$ cat config.mk
export PLATFORM = sky130hd
export DESIGN_NAME = spike_mac_acc
export DESIGN_NICKNAME = d
export VERILOG_FILES = /design/src/rtl/spike_mac_acc_pkg.sv /design/src/rtl/spike_mac_acc_row_picker.sv /design/src/rtl/spike_mac_acc.sv
export SDC_FILE = /design/constraint.sdc
export NUM_CORES = 1
export LEC_CHECK = 0
export BUFFER_PORTS_ARGS = -buffer_cell sky130_fd_sc_hd__buf_4
export CORE_ASPECT_RATIO = 1.75
export CORE_MARGIN = 2
export CORE_UTILIZATION = 50
export CTS_CLUSTER_SIZE = 8
export DETAILED_ROUTE_END_ITERATION = 16
export PLACE_DENSITY = 0.68
export REMOVE_ABC_BUFFERS = 1
export SYNTH_ARGS = -nofsm -noshare
export SYNTH_HDL_FRONTEND = slang
export SYNTH_SLANG_ARGS = --single-unit
$ cat constraint.sdc
create_clock -name clk -period 7.3 [get_ports clk]
set_input_delay 0 -clock clk [delete_from_list [all_inputs] [get_ports clk]]
set_output_delay 0 -clock clk [all_outputs]
set_load 0.01 [all_outputs]
$ cat src/rtl/spike_mac_acc_pkg.sv
// Shared widths and state encoding for the DPE spike MAC datapath.
package DPE_params;

  localparam int OUT_WIDTH = 12;

  typedef enum logic [1:0] {
    IDLE = 2'd0,
    SCAN = 2'd1,
    OUT  = 2'd2
  } spike_mac_state_t;

endpackage

$ cat src/rtl/spike_mac_acc_row_picker.sv
// Lowest-set-bit encoder: index, one-hot and none flag; purely combinational.
module spike_row_picker
  import DPE_params::*;
#(
  parameter int N_IN = 8,
  localparam int IW  = (N_IN > 1) ? $clog2(N_IN) : 1
) (
  input  logic [N_IN-1:0] mask,
  output logic [IW-1:0]   idx,
  output logic [N_IN-1:0] onehot,
  output logic            none
);

  // Scan from the top so the lowest set bit is the last one written.
  always_comb begin
    idx = '0;
    for (int i = N_IN - 1; i >= 0; i--) begin
      if (mask[i]) idx = IW'(i);
    end
  end

  assign onehot = mask & (~mask + N_IN'(1));
  assign none   = ~|mask;

endmodule

$ cat src/rtl/spike_mac_acc.sv
// Sequential spike MAC: one set spike bit per cycle into saturating column sums, k=max(1,popcount) cycles per vector.
// Accepts a vector only in IDLE; column sums are held on out_valid until out_ready, then cleared.
module spike_mac_acc
  import DPE_params::*;
#(
  parameter int N_IN      = 8,
  parameter int N_OUT     = 8,
  parameter int W_WIDTH   = 8,
  parameter int OUT_WIDTH = DPE_params::OUT_WIDTH
) (
  input  logic                       clk,
  input  logic                       rst_n,
  input  logic                       w_we,
  input  logic [$clog2(N_IN)-1:0]    w_row,
  input  logic [N_OUT*W_WIDTH-1:0]   w_data,
  input  logic                       in_valid,
  output logic                       in_ready,
  input  logic [N_IN-1:0]            in_spikes,
  input  logic                       in_last,
  input  logic                       abort,
  output logic                       out_valid,
  input  logic                       out_ready,
  output logic [N_OUT*OUT_WIDTH-1:0] out_data,
  output logic [N_OUT-1:0]           out_sat
);

  localparam int IW = $clog2(N_IN);

  spike_mac_state_t state_q, state_d;

  logic [W_WIDTH-1:0]         wgt_q [N_IN][N_OUT];
  logic [N_IN-1:0]            pend_q, pend_d;
  logic                       last_q, last_d;
  logic [N_OUT*OUT_WIDTH-1:0] acc_q, add_val;
  logic [N_OUT-1:0]           sat_q, add_ovf;
  logic                       acc_clr, do_add;

  logic [IW-1:0]   pick_idx;
  logic [N_IN-1:0] pick_onehot;
  logic            pick_none;

  spike_row_picker #(.N_IN(N_IN)) u_picker (
    .mask   (pend_q),
    .idx    (pick_idx),
    .onehot (pick_onehot),
    .none   (pick_none)
  );

  // One extra bit per column exposes the carry used for saturation.
  for (genvar j = 0; j < N_OUT; j++) begin : g_col
    logic [OUT_WIDTH:0] sum;
    assign sum = {1'b0, acc_q[j*OUT_WIDTH +: OUT_WIDTH]} + (OUT_WIDTH+1)'(wgt_q[pick_idx][j]);
    assign add_val[j*OUT_WIDTH +: OUT_WIDTH] = sum[OUT_WIDTH] ? {OUT_WIDTH{1'b1}} : sum[OUT_WIDTH-1:0];
    assign add_ovf[j] = sum[OUT_WIDTH];
  end

  assign in_ready  = rst_n && (state_q == IDLE);
  assign out_valid = (state_q == OUT);
  assign out_data  = acc_q;
  assign out_sat   = sat_q;

  always_comb begin
    state_d = state_q;
    pend_d  = pend_q;
    last_d  = last_q;
    acc_clr = 1'b0;
    do_add  = 1'b0;
    case (state_q)
      IDLE: begin
        if (in_valid && in_ready) begin
          state_d = SCAN;
          pend_d  = in_spikes;
          last_d  = in_last;
        end
      end
      SCAN: begin
        do_add = !pick_none;
        pend_d = pend_q & ~pick_onehot;
        // Leave once the bit consumed this cycle was the last one (or there were none).
        if (pend_d == '0) state_d = last_q ? OUT : IDLE;
      end
      OUT: begin
        if (out_ready) begin
          state_d = IDLE;
          acc_clr = 1'b1;
        end
      end
      default: state_d = IDLE;
    endcase
    if (abort) begin
      state_d = IDLE;
      pend_d  = '0;
      last_d  = 1'b0;
      acc_clr = 1'b1;
      do_add  = 1'b0;
    end
  end

  always_ff @(posedge clk) begin
    if (!rst_n) begin
      state_q <= IDLE;
      pend_q  <= '0;
      last_q  <= 1'b0;
      acc_q   <= '0;
      sat_q   <= '0;
      for (int i = 0; i < N_IN; i++)
        for (int j = 0; j < N_OUT; j++)
          wgt_q[i][j] <= '0;
    end else begin
      state_q <= state_d;
      pend_q  <= pend_d;
      last_q  <= last_d;
      if (acc_clr) begin
        acc_q <= '0;
        sat_q <= '0;
      end else if (do_add) begin
        acc_q <= add_val;
        sat_q <= sat_q | add_ovf;
      end
      if (w_we) begin
        for (int j = 0; j < N_OUT; j++)
          wgt_q[w_row][j] <= w_data[j*W_WIDTH +: W_WIDTH];
      end
    end
  end

endmodule
==> out/results.ini, run 1 <==
[logic_synthesis]
synthTopCellsByCount=518 x and2_1, 512 x edfxtp_1, 447 x nand2_1
yosysTopAreaCellShare=0.506
synthTopCellsByArea=edfxtp_1 51%, and2_1 11%, dfxtp_1 7.6%
seq_area_frac_synth=0.582
syn_inst=2776
synth-edff-count=512
synth_top_area_cell=edfxtp_1
synth.avg_cell_area_sq_um=10.9
yosysMostFrequentCell=and2_1
yosys_warnings=0
ys.flop_type=edfxtp_1
ys_seq_elements=627
synthArstFlopShare=0
synth_area_sq_um=30400
synth_cell_types=77

[power]
power_mw=8.78
p_leak_nw=13.6
peakVddDrop_mv=0.154
powerDensity_nw_per_um2=245

[hold_path]
hold_path.class=input port to flip-flop

[sta]
clock_skew_ns=0.0153
fmax_mhz=204
tightest_slew_ns=1.16
finalHoldViolCount=0
slew_headroom=0.223
slew_viol_final=0
tns_ns=0
post-route-min-period_ns=4.90
setup_viol=0
grt_setup_unrepaired=no
fin_crit_sh=0.672

[global_route]
grt_max_degree=97
grt_pass1_vias=23000
gr-total-overflow=0
grt_pass1_wl_um=130000
grt.total_usage=0.271
antenna_found_initial=4

[run_status]
outcome=completed

[cts]
h-tree-depth=3
cts_buffer_depth=3
cts_tree=yes
clkSinkCount=627
cts_buffers=88
cts_resized=0
path_clk_slew_ns=0.05
root_buffer=clkbuf_16
insertion_delay_ns=0.62

[critical_path]
worstSetupPathType=flip-flop to flip-flop
crit_required_ns=7.80
cp-end-kind=flip-flop
cp_data_arrival_time_ns=5.40
startpoint_type=flip-flop
cp_max_fo=69

[routing]
drt_wl_total_um=85300
dr.pass1.iters=5
drtIter0Drc=1812
vias=22600
drc=0
routedWlPerCell_um=22.0
via_per_inst=5.84
drtAntennaViolNets=0

[die]
io-pin-count=188
die_h_um=330
num_rows=119
initial_core_util=0.505
die-area_sq_um=62800
core_area_sq_um=60200
die-width_um=190

[layout]
syn2layout_area_growth_pct=18.2
nFillCells=5046
register_area_sq_um=17700
multi_input_area_sq_um=12000
drive_gt1_frac=0.119
final_core_util=0.597
final_cell_area_sq_um=35900
nNetsFinal=3169

[placed_design]
dp_hpwl_um=46600
port_buffers=187
placed_area_sq_um=32500
place_congestion=0.852

[run]
maxCapViolCount=0

[layer usage]
layer  wire [um]  GRT usage  part of all wire  vias up
met3        5640     0.0399             0.066      187
li1            -          -                 -    10400
met1       33300      0.328              0.39    11200
met5          12          0           0.00014        -
met2       43700      0.485              0.51      844
met4        2680      0.109             0.031        2
[registers in the layout (all words and copies together), names as in the netlist]
name	cells
last_q	1
out_data	96
wgt_q	512
out_sat	8
state_q	2
pend_q	8
[cell type report]
type                    instances  area share
multi-input cells            1958       0.335
flip-flops and latches        627       0.493
clock buffers                 162      0.0715
repair buffers                298      0.0685
diodes                          5    0.000349
clock inverters                 3    0.000732
well taps                     786      0.0274
inverters                      34     0.00356
[worst max-delay path, stage by stage, from the launching register on]
cell and delay [ns]:
dfxtp_1 0.46, inv_2 0.07, a21oi_1 0.34, o22a_4 0.77, buf_4 0.56, nand2_1 0.10
a32oi_1 0.19, and3_1 0.19, ha_1 0.16, inv_1 0.06, fa_1 0.41, nand2b_1 0.18
a21oi_1 0.22, o21a_1 0.26, and3_1 0.25, a31oi_2 0.20, a221oi_1 0.30
[worst paths after layout]
check / startpoint / to / slack (ns) / cells after the start
setup reg to reg: pend_q[2]$_SDFFE_PP0P_ / out_data[49]$_SDFFE_PP0P_ / 2.40 / 16
hold / removal: in_valid / last_q$_SDFFE_PP0P_ / 0.07 / 4
hold reg to reg: out_sat[3]$_SDFFE_PP0P_ / out_sat[3]$_SDFFE_PP0P_ / 0.45 / 2
setup / recovery: pend_q[2]$_SDFFE_PP0P_ / out_data[49]$_SDFFE_PP0P_ / 2.40 / 16
[cell usage in the layout (no fill, tap or decap), types with 17 or more instances in the layout]
master           n
and2_1         518
dlygate4sd3_1   74
a31oi_1         24
edfxtp_1       512
and3_1          73
nand2_1        446
nor2_1          72
xor2_1          24
nor3_1          25
a21o_1          17
o21ai_0         84
buf_4          221
mux2i_1         60
nand3_1        165
dfxtp_1        115
clkbuf_16       92
clkbuf_1        70
ha_1            72
a21oi_1         96
inv_1           33
a32oi_1         56
[stage by stage]
step / setup slack (ns) / std cells / hold slack (ns)
after CTS: 2.42 / 3868 / 0.0223
after global routing: 2.06 / 3871 / 0.0852
final: 2.40 / 3873 / 0.0724
after detailed placement: 2.44 / 3629 / 0.261
after floorplan: 0.391 / 2619 / 0.147
after global placement: 2.65 / 3629 / 0.246
[cells by family (layout without fill, tap and decap cells)]
family | Yosys count | in the layout | share of synthesized area
compound gates | 390 | 390 | 0.0863
other cells | 0 | 5 | 0
fa+ha+maj | 81 | 81 | 0.0353
buf+inv | 191 | 497 | 0.0275
mux | 60 | 60 | 0.0198
xor+xnor | 37 | 37 | 0.0107
simple gates | 1390 | 1390 | 0.238
flops | 627 | 627 | 0.582
[where the power goes]
group	switching (mW)	total, mW	internal (mW)
clock network	1.49	3.83	2.34
registers	0.0546	4.11	4.06
logic	0.532	0.832	0.300
[repair_timing]
item,CTS,global route
hold endpoints to repair,522,0
hold buffers,74,0
setup buffers,0,0
(Power assumes the default switching activity.)
==> run 2: changes to the inputs <==
--- a/config.mk
+++ b/config.mk
@@ -5,13 +5,14 @@
 export SDC_FILE = /design/constraint.sdc
 export NUM_CORES = 1
 export LEC_CHECK = 0
+export ABC_AREA = 1
 export BUFFER_PORTS_ARGS = -buffer_cell sky130_fd_sc_hd__buf_4
 export CORE_ASPECT_RATIO = 1.75
 export CORE_MARGIN = 2
 export CORE_UTILIZATION = 50
 export CTS_CLUSTER_SIZE = 8
 export DETAILED_ROUTE_END_ITERATION = 16
-export PLACE_DENSITY = 0.68
+export PLACE_DENSITY = 0.7
 export REMOVE_ABC_BUFFERS = 1
 export SYNTH_ARGS = -nofsm -noshare
 export SYNTH_HDL_FRONTEND = slang
==> constraint.sdc (replaced) <==
create_clock -name clk -period 4.1 [get_ports clk]
set_input_delay 0 -clock clk [delete_from_list [all_inputs] [get_ports clk]]
set_output_delay 0 -clock clk [all_outputs]
set_load 0.01 [all_outputs]
==> run 2 against run 1 <==
Critical path depth up 5; clock skew up 0.0068 ns; synthesized cell count up 24%; highest routed layer is now met4; critical path type unchanged; non-clock buffer count up 49.
==> out/results.ini, run 2 <==
[die]
io-pin-count=188
die_h_um=332
die-width_um=191
initial_core_util=0.504
num_rows=120
die-area_sq_um=63600
core_area_sq_um=61000

[cts]
root_buffer=clkbuf_16
h-tree-depth=3
cts_buffers=88
path_clk_slew_ns=0.05
clkSinkCount=627
cts_buffer_depth=3
cts_tree=yes
insertion_delay_ns=0.63

[hold_path]
holdCritStartpoint=rst_n
whs_path_depth=5
holdPathEnd=pend_q[1]$_SDFFE_PP0P_
hold_path.class=input port to flip-flop

[critical_path]
r2r_cells=21
crit_required_ns=4.65
cp_common_cell=nand2_1
path_cells=inv_2, nand2_1, nand2_1, nand2_1, nand2_1, nand2_1, nand2_8, nand2_4, buf_12, nand2_1, nand3_1, nand3_1, nand2_1, ha_1, inv_1, fa_1, o21ai_0, nand3_1, a21oi_1, nor2_2, a31oi_1
cp_max_fo=34
startpoint_type=flip-flop
r2r-end=out_data[6]$_SDFFE_PP0P_
cpMaxStageDelayCell=fa_1
r2r_setup_slack_ns=0.36
r2r_start=pend_q[6]$_SDFFE_PP0P_
slowest_delay_ns=0.43
worstSetupPathType=flip-flop to flip-flop
crit_family=simple AND/OR/NAND/NOR gates
cp.buffers_inverters=3
cp-end-kind=flip-flop
cp_data_arrival_time_ns=4.29

[layout]
nFillCells=5285
layout_common_cells=706 x nand3_1, 614 x nor2_1, 602 x nand2_1
final_cell_area_sq_um=36500
regMostFlops=wgt_q
drive_gt1_frac=0.108
fin_cells=4527
largest_reg_flops=512
final_core_util=0.599
nNetsFinal=3824
layout_commonest_cell=nand3_1
syn2layout_area_growth_pct=18.8
diodes=0

[power]
peakVddDrop_mv=0.318
p_leak_nw=15.2
powerDensity_nw_per_um2=444

[run_status]
outcome=completed

[placed_design]
post-place-ws_ns=0.377
placed_area_sq_um=33200
port_buffers=187
place_congestion=0.874
place_inst=4284
dp_hpwl_um=53800

[sta]
setup_viol=0
clock_skew_ns=0.0221
grt_setup_unrepaired=no
slew_headroom=0.163
post-route-min-period_ns=3.74
slew_viol_final=0
tightest_slew_ns=1.26
fmax_mhz=267
worst_slack_ns=0.358
fin_crit_sh=0.913
finalHoldViolCount=0

[logic_synthesis]
yosysMostFrequentCell=nand3_1
yosys_warnings=0
ys_seq_elements=627
syn_inst=3432
seq_area_frac_synth=0.575
synth_area_sq_um=30800
yosysTopAreaCellShare=0.500
ys.flop_type=edfxtp_1
synthArstFlopShare=0
synth.avg_cell_area_sq_um=8.96
synthTopCellsByArea=edfxtp_1 50%, nand3_1 11%, nand2_1 7.6%
synth_top_area_cell=edfxtp_1
synth-edff-count=512
synth_cell_types=38
synthTopCellsByCount=706 x nand3_1, 620 x nand2_1, 614 x nor2_1

[routing]
via_per_inst=5.78
vias=26200
drc=0
routedWlPerCell_um=20.6
drtIter0Drc=2481
drt_wl_total_um=93000
drtAntennaViolNets=0
dr.pass1.iters=6

[global_route]
gr-total-overflow=0
antenna_found_initial=0
grt.total_usage=0.293
grt_pass1_wl_um=143000
grt_max_degree=111
grt_pass1_vias=26000

[run]
maxCapViolCount=0

[run 2: changes by cell type in the layout (fill, tap and decap cells not counted), sizes merged, moves of 56 or more]
cell | previous run | this run
nand3 | 165 | 709
mux2i | 60 | 0
and3 | 73 | 0
inv | 37 | 213
and2 | 518 | 0
a32oi | 56 | 0
nor2 | 79 | 620
nand2 | 447 | 624
[run 2: how the worst max path moves through the flow]
stage,slack [ns],to,cells past startpoint,startpoint
after detailed placement,0.38,out_data[30]$_SDFFE_PP0P_,21,pend_q[6]$_SDFFE_PP0P_
final,0.36,out_data[6]$_SDFFE_PP0P_,21,pend_q[6]$_SDFFE_PP0P_
after global placement,0.43,out_data[30]$_SDFFE_PP0P_,21,pend_q[6]$_SDFFE_PP0P_
after global routing,0.04,out_data[10]$_SDFFE_PP0P_,23,pend_q[6]$_SDFFE_PP0P_
after floorplan,-8.01,out_data[22]$_SDFFE_PP0P_,15,pend_q[0]$_SDFFE_PP0P_
after CTS,0.36,out_data[42]$_SDFFE_PP0P_,21,pend_q[6]$_SDFFE_PP0P_
[run 2: repair_timing]
item	in CTS	in global routing
gates resized for setup	0	3
hold buffers	81	0
hold endpoints to repair	523	0
setup buffers	0	0
endpoints found under the setup margin	0	23
[run 2: worst min-delay path, delay by kind of cell]
kind,cells,cell delay (ns)
buf+inv,3,0.51
compound gates,1,0.07
simple gates,1,0.05
[run 2: power by group]
| part | internal [mW] | switching (mW) | leakage [nW] | total (mW) |
|---|---|---|---|---|
| clock | 4.12 | 2.71 | 1.21 | 6.83 |
| combinational | 0.677 | 1.39 | 8.15 | 2.07 |
| sequential | 7.22 | 0.0944 | 5.83 | 7.32 |
[run 2: area by class of cell]
cell class / count / area, sq um / area share
Inverter: 212 / 807 / 0.0221
Multi-Input combinational cell: 2386 / 11500 / 0.316
Timing Repair Buffer: 347 / 2970 / 0.0813
Clock buffer: 158 / 2530 / 0.0692
Tap cell: 793 / 992 / 0.0272
Sequential cell: 627 / 17700 / 0.484
Clock inverter: 4 / 33.8 / 0.000924
[run 2: kinds of logic (layout without fill, tap and decap cells)]
kind of cell / after synthesis / in the layout / share of synthesized area
compound gates: 286 / 286 / 0.0498
xor+xnor: 43 / 43 / 0.0122
fa+ha+maj: 80 / 80 / 0.0345
buf+inv: 419 / 721 / 0.0556
flops: 627 / 627 / 0.575
simple gates: 1977 / 1977 / 0.273
[run 2: metal layers]
layer / global-route usage / share of wire / vias up
met5: 0 / 0 / -
met4: 0.129 / 0.039 / 0
met3: 0.0551 / 0.088 / 245
met2: 0.512 / 0.51 / 1273
met1: 0.346 / 0.36 / 12600
li1: - / - / 12100
[run 2: through the flow]
stage	total power [mW]	hold WS, ns	TNS, ns
after detailed placement	9.42	0.256	0
final	16.2	0.0772	0
after CTS	16.2	0.0602	0
after floorplan	8.72	0.136	-819.01
after global placement	9.38	0.243	0
after global routing	16.7	0.109	0
